[src/rtl/order_book_dispatcher.sv]
// In-order command FIFO that launches each command into its per-stock order book.
// Define DISPATCH_STATS_EN to build the saturating dispatch/reject counters.
module order_book_dispatcher #(
  parameter int NUM_STOCKS = 4,
  parameter int STOCK_W    = 6,
  parameter int CMD_W      = 128,
  parameter int FIFO_DEPTH = 8
) (
  input  logic                        clk_in,
  input  logic                        rst_in,
  input  logic                        cmd_valid,
  output logic                        cmd_ready,
  input  logic [STOCK_W-1:0]          cmd_stock,
  input  logic [CMD_W-1:0]            cmd_payload,
  output logic [NUM_STOCKS-1:0]       book_start,
  output logic [CMD_W-1:0]            book_cmd,
  input  logic [NUM_STOCKS-1:0]       book_busy,
  output logic                        reject_pulse,
  output logic [$clog2(FIFO_DEPTH):0] fifo_count,
  output logic                        is_busy,
  output logic [15:0]                 dispatch_count,
  output logic [15:0]                 reject_count
);

  localparam int AW = $clog2(FIFO_DEPTH);
  localparam logic [STOCK_W:0] STOCK_LIMIT = (STOCK_W + 1)'(NUM_STOCKS);
  localparam logic [AW:0] FIFO_FULL_CNT = (AW + 1)'(FIFO_DEPTH);

  localparam logic [1:0] SLOT_IDLE  = 2'd0;
  localparam logic [1:0] SLOT_START = 2'd1;
  localparam logic [1:0] SLOT_ARM   = 2'd2;
  localparam logic [1:0] SLOT_RUN   = 2'd3;

  logic [STOCK_W-1:0] stock_mem   [FIFO_DEPTH];
  logic [CMD_W-1:0]   payload_mem [FIFO_DEPTH];

  logic [AW:0] wr_ptr_q, wr_ptr_d;
  logic [AW:0] rd_ptr_q, rd_ptr_d;

  logic                  cmd_fire;
  logic                  stock_ok;
  logic                  push;
  logic                  reject;
  logic                  fifo_empty;
  logic                  fifo_full;
  logic                  dispatch;
  logic [STOCK_W-1:0]    head_stock;
  logic [CMD_W-1:0]      head_payload;
  logic [NUM_STOCKS-1:0] head_sel;
  logic [NUM_STOCKS-1:0] slot_idle;
  logic [NUM_STOCKS-1:0] launch;

  logic [NUM_STOCKS-1:0] book_start_q;
  logic [CMD_W-1:0]      book_cmd_q;
  logic                  reject_pulse_q;

  // Occupancy comes from the pointer difference; the extra MSB separates full from empty.
  assign fifo_count = wr_ptr_q - rd_ptr_q;
  assign fifo_empty = (fifo_count == '0);
  assign fifo_full  = (fifo_count == FIFO_FULL_CNT);
  assign cmd_ready  = ~fifo_full;

  assign cmd_fire = cmd_valid & cmd_ready;
  assign stock_ok = ({1'b0, cmd_stock} < STOCK_LIMIT);
  assign push     = cmd_fire & stock_ok;
  assign reject   = cmd_fire & ~stock_ok;

  assign head_stock   = stock_mem[rd_ptr_q[AW-1:0]];
  assign head_payload = payload_mem[rd_ptr_q[AW-1:0]];

  // The head only leaves when its own book is idle, so later commands never overtake it.
  assign dispatch = ~fifo_empty & (|(slot_idle & head_sel));

  assign wr_ptr_d = wr_ptr_q + {{AW{1'b0}}, push};
  assign rd_ptr_d = rd_ptr_q + {{AW{1'b0}}, dispatch};

  always_ff @(posedge clk_in) begin
    if (push) begin
      stock_mem[wr_ptr_q[AW-1:0]]   <= cmd_stock;
      payload_mem[wr_ptr_q[AW-1:0]] <= cmd_payload;
    end
  end

  always_ff @(posedge clk_in or posedge rst_in) begin
    if (rst_in) begin
      wr_ptr_q <= '0;
      rd_ptr_q <= '0;
    end else begin
      wr_ptr_q <= wr_ptr_d;
      rd_ptr_q <= rd_ptr_d;
    end
  end

  genvar gi;
  for (gi = 0; gi < NUM_STOCKS; gi++) begin : g_slot
    logic [1:0] slot_q, slot_d;

    assign head_sel[gi]  = (head_stock == STOCK_W'(gi));
    assign slot_idle[gi] = (slot_q == SLOT_IDLE);
    assign launch[gi]    = dispatch & head_sel[gi];

    // ARM gives the book one cycle to raise busy before it is trusted.
    always_comb begin
      slot_d = slot_q;
      case (slot_q)
        SLOT_IDLE:  if (launch[gi]) slot_d = SLOT_START;
        SLOT_START: slot_d = SLOT_ARM;
        SLOT_ARM:   slot_d = SLOT_RUN;
        SLOT_RUN:   if (!book_busy[gi]) slot_d = SLOT_IDLE;
        default:    slot_d = SLOT_IDLE;
      endcase
    end

    always_ff @(posedge clk_in or posedge rst_in) begin
      if (rst_in) begin
        slot_q <= SLOT_IDLE;
      end else begin
        slot_q <= slot_d;
      end
    end
  end

  always_ff @(posedge clk_in or posedge rst_in) begin
    if (rst_in) begin
      book_start_q   <= '0;
      book_cmd_q     <= '0;
      reject_pulse_q <= 1'b0;
    end else begin
      book_start_q   <= launch;
      reject_pulse_q <= reject;
      if (dispatch) begin
        book_cmd_q <= head_payload;
      end
    end
  end

  assign book_start   = book_start_q;
  assign book_cmd     = book_cmd_q;
  assign reject_pulse = reject_pulse_q;
  assign is_busy      = ~fifo_empty | ~(&slot_idle);

`ifdef DISPATCH_STATS_EN
  logic [15:0] dispatch_count_q, dispatch_count_d;
  logic [15:0] reject_count_q, reject_count_d;

  assign dispatch_count_d = (dispatch && dispatch_count_q != 16'hFFFF) ?
                            dispatch_count_q + 16'd1 : dispatch_count_q;
  assign reject_count_d   = (reject && reject_count_q != 16'hFFFF) ?
                            reject_count_q + 16'd1 : reject_count_q;

  always_ff @(posedge clk_in or posedge rst_in) begin
    if (rst_in) begin
      dispatch_count_q <= '0;
      reject_count_q   <= '0;
    end else begin
      dispatch_count_q <= dispatch_count_d;
      reject_count_q   <= reject_count_d;
    end
  end

  assign dispatch_count = dispatch_count_q;
  assign reject_count   = reject_count_q;
`else
  assign dispatch_count = '0;
  assign reject_count   = '0;
`endif

endmodule
[config.mk]
export PLATFORM = sky130hd
export DESIGN_NAME = order_book_dispatcher
export DESIGN_NICKNAME = d
export VERILOG_FILES = /design/src/rtl/order_book_dispatcher.sv
export SDC_FILE = /design/constraint.sdc
export NUM_CORES = 1
export LEC_CHECK = 0
export ABC_AREA = 1
export BUFFER_PORTS_ARGS = -buffer_cell sky130_fd_sc_hd__buf_2
export CAP_MARGIN = 15
export CORE_MARGIN = 3
export CORE_UTILIZATION = 45
export CTS_BUF_LIST = sky130_fd_sc_hd__clkbuf_8
export CTS_CLUSTER_SIZE = 12
export DETAILED_ROUTE_END_ITERATION = 16
export GPL_ROUTABILITY_DRIVEN = 0
export PLACE_DENSITY = 0.69
export SLEW_MARGIN = 15
export SYNTH_ARGS = -nofsm -noshare
export SYNTH_HDL_FRONTEND = slang
export SYNTH_SLANG_ARGS = --single-unit
[constraint.sdc]
create_clock -name clk_in -period 29 [get_ports clk_in]
set_input_delay 7.25 -clock clk_in [delete_from_list [all_inputs] [get_ports clk_in]]
set_output_delay 7.25 -clock clk_in [all_outputs]
set_load 0.02 [all_outputs]
==> results <==
- Sorting the synthesized cells by area gives the leading types as sky130_fd_sc_hd__edfxtp_1 (68%), sky130_fd_sc_hd__dfrtp_1 (7.9%), sky130_fd_sc_hd__nand2_1 (7.8%).
- The total count of max-transition violations in the final report is 0.
- CTS placed an instance of sky130_fd_sc_hd__clkbuf_8 at the clock tree root.
- The vias after detailed routing is slightly below 30k.
- The final number of hold-violating endpoints is 0.
- The endpoint kind of the worst setup timing path is an output pin.
- The number of global-route vias before repair came to 29.14k.
- The number of maximum-capacitance violations is 0.
- The number of standard cells after synthesis is between 3k and 4k.
- Data on the critical path arrives at its endpoint at 3.67 ns.
- In this run the core area contains 118 standard-cell rows.
- The endpoint required time on the critical path is 21.75 ns.
- The part of the Yosys area used for sequential elements is 75.71%.
- In this run the mean area of a mapped cell was 13.45 sq um.
- The run finished with clean final reports.
- Dividing the final minimum period by the clock period gives 37.66%.
- Entering global routing, the biggest net connects 260 pins.
- The number of buffers inserted by hold repair at cts is 0.
- After layout, the worst setup slack is 18.08 ns.
- The leading area contributor after synthesis is sky130_fd_sc_hd__edfxtp_1.
- In this run the cell area of the synthesized design comes to 47440 sq um.
- The number of synthesized flops with an enable pin is 1072.
- Static timing analysis puts the maximum clock frequency at roughly 90 MHz.
- Clock-pin slew was measured on the worst setup and hold paths at 0.06 ns.
- The leakage power summed over all cells is around 20 nW.
- The count of nets left with antenna violations once routing finished came out at 0.
- The H-tree depth is 4.
- By instance count, the leading cell after synthesis is sky130_fd_sc_hd__edfxtp_1.
- The number of vias per cell is approximately 5.4.
- TritonCTS built the clock tree.
- The first-pass GRT wire length is 169.4 mm.
- The clock drives roughly 1.2k sinks.
- The number of different library cells in the post-synthesis netlist is 30.
- The routed length per instance is 20.70 um.
- The buffer depth of the longest clock path is 3.
- The class of the tightest hold or removal check is reg2reg.
- In the final layout, the share of cells above drive strength 1 is between 10% and 20%.
- The first-iteration detailed-routing DRC count is 2474.
- The minimum hold slack is 0.4709 ns.
- Once layout is complete, the utilization of the core stands at 51.47%.
- Global routing used around 20% of the available tracks across all layers.
- Dividing total power by cell area gives a power density of 97.82 nW/um^2.
- The leading register cell type out of synthesis is sky130_fd_sc_hd__edfxtp_1.
- The detailed-route DRC error count is 0.
- After the last flow step, the layout net total stands at 3972.
- The clock network latency to the later pin of the worst-skew pair is 0.83 ns.
- The overflow left after global routing is 0.
- The largest voltage drop on the vdd net is roughly 0.074 mV.
- The initial antenna violation count is 29.
- The die covers 109400 sq um.
- The count of cells resized by post-cts repair is 0.
- Setup repair after global routing left no endpoint under its margin.
- The count of warnings emitted by yosys is 0.
- The post-detailed-placement half-perimeter wirelength is 59.13 mm.
- After synthesis the netlist holds a flip-flop and latch count of 1221.
- The maximum clock skew at final layout is 0.03834 ns.
- The worst hold path stage count is 2.
- In the final timing run, aggregate negative setup slack is 0 ns.
- roughly 310 I/O pins were placed.
- STA classifies the critical path startpoint as a flop.
- The area growth from synthesis to layout is 12.94%.
- The total length of routed wires is roughly 110 mm.
- In this run the tightest slew margin relative to its limit is 26.57%.
- The die span in x is 330.7 um.
- The share of synthesized flip-flops with an asynchronous set or reset is between 10% and 20%.
- The critical path class is reg2out.
- At the pin with the least slew margin, the transition time is about 1.1 ns.
- Once the floorplan was initialized, standard cells occupied 45.58% of the core.
- The synthesized design devotes to its leading area cell type 67.86% of total area.
- Sorting the synthesized cells by how often they occur yields sky130_fd_sc_hd__edfxtp_1 (1072), sky130_fd_sc_hd__nand2_1 (982), sky130_fd_sc_hd__a21oi_1 (513).
- The number of buffers added on ports is 279.
- The number of setup buffers added after CTS is 0.
- The routed design could run at a clock period as short as about 11 ns.
- The height of the chip is 330.7 um.
- The number of CTS-inserted buffers is around 190.
- The core box area is around 100000 sq um.
- The number of cells traversed by the worst register-to-register path is 18.
- The detailed-routing iteration count for the pre-antenna-repair pass is 7.
- The largest fanout on the critical path is 76.
- Setup violations remaining at the end of the flow were counted as 0.
- Before CTS, the worst setup slack after placement is 18.44 ns.
## worst max-delay path: stages (launching register included)
cell                      delay, ns
sky130_fd_sc_hd__dfrtp_4       0.57
sky130_fd_sc_hd__inv_6         0.59
sky130_fd_sc_hd__ha_1          0.40
sky130_fd_sc_hd__a21oi_1       0.15
sky130_fd_sc_hd__o21ai_0       0.12
sky130_fd_sc_hd__xor2_1        0.19
sky130_fd_sc_hd__inv_1         0.07
sky130_fd_sc_hd__nand2_1       0.23
sky130_fd_sc_hd__or2_2         0.36
sky130_fd_sc_hd__buf_2         0.16
## per-layer routing
| layer | track usage, % | wire length (um) |
|---|---|---|
| met5 | 0 | 51 |
| met1 | 25.64 | 45720 |
| met2 | 33.93 | 55820 |
| met3 | 4.100 | 6442 |
| met4 | 8.092 | 2996 |
## through the flow
stage,std cells,cell area [sq um],power (mW)
5_1_grt,5352,53550,5.565
2_1_floorplan,3559,47560,3.387
6_report,5365,53580,5.241
3_5_place_dp,4994,49880,3.921
3_3_place_gp,4994,49880,3.889
4_1_cts,5343,53520,5.301
## area by class of cell
| class | count | area, sq um |
|---|---|---|
| fill | 8750 | 50510 |
| antenna | 22 | 55.05 |
| multi-input combinational | 2023 | 10250 |
| timing repair buffer | 318 | 1739 |
| clock buffer | 207 | 2849 |
| inverter | 52 | 236.5 |
| tap | 1380 | 1727 |
| sequential | 1221 | 35930 |
| clock inverter | 142 | 794.5 |
## final timing paths
kind                       slack, ns            end          from
hold / removal                  0.47   book_cmd[50]  book_cmd[50]
max in group asynchronous      21.35    rd_ptr_q[0]        rst_in
hold reg to reg                 0.47   book_cmd[50]  book_cmd[50]
setup reg to reg               22.90    rd_ptr_q[2]   rd_ptr_q[0]
min in group asynchronous       6.42  book_cmd[121]        rst_in
setup / recovery               18.08        is_busy   rd_ptr_q[2]
## placed cells by master, fill, tap and decap left out, types with 5 or more instances in the layout
| cell | synthesis | routed |
|---|---|---|
| sky130_fd_sc_hd__a21oi_1 | 513 | 513 |
| sky130_fd_sc_hd__a221oi_1 | 256 | 256 |
| sky130_fd_sc_hd__buf_2 | 17 | 279 |
| sky130_fd_sc_hd__buf_4 | 35 | 35 |
| sky130_fd_sc_hd__bufinv_16 | 0 | 6 |
| sky130_fd_sc_hd__clkbuf_8 | 0 | 207 |
| sky130_fd_sc_hd__clkinv_1 | 1 | 36 |
| sky130_fd_sc_hd__clkinv_2 | 0 | 25 |
| sky130_fd_sc_hd__conb_1 | 1 | 32 |
| sky130_fd_sc_hd__dfrtp_1 | 149 | 146 |
| sky130_fd_sc_hd__diode_2 | 0 | 22 |
| sky130_fd_sc_hd__edfxtp_1 | 1072 | 1072 |
| sky130_fd_sc_hd__ha_1 | 23 | 23 |
| sky130_fd_sc_hd__inv_1 | 46 | 109 |
| sky130_fd_sc_hd__inv_8 | 0 | 5 |
| sky130_fd_sc_hd__nand2_1 | 982 | 982 |
| sky130_fd_sc_hd__nand3_1 | 30 | 30 |
| sky130_fd_sc_hd__nand4_1 | 6 | 6 |
| sky130_fd_sc_hd__nor2_1 | 26 | 22 |
| sky130_fd_sc_hd__o21ai_0 | 6 | 6 |
| sky130_fd_sc_hd__or2_2 | 133 | 133 |
## cell families (layout without fill, tap and decap cells)
kind of cell | count (synthesis) | count (layout) | share of synthesized area [%]
AO/OA/AOI/OAI | 775 | 775 | 10.20
XOR/XNOR | 7 | 7 | 0.1292
buffers and inverters | 315 | 719 | 3.065
adder cells (fa/ha/maj) | 24 | 24 | 0.6488
AND/OR/NAND/NOR | 1185 | 1185 | 10.23
flip-flops | 1221 | 1221 | 75.71
other | 1 | 54 | 0.007905
## state kept, by name, summed over array words and instances (netlist names)
signal / count
wr_ptr_q: 4
rd_ptr_q: 4
stock_mem: 48
g_slot.slot_q: 8
book_cmd: 128
payload_mem: 1024
reject_pulse: 1
book_start: 4
## where the power goes
group	switching (mW)	internal [mW]
sequential	0.0733	2.03
combinational	1.21	0.553
clock	0.658	0.713
total	1.94	3.30
Power figures use the tool's default switching activity.
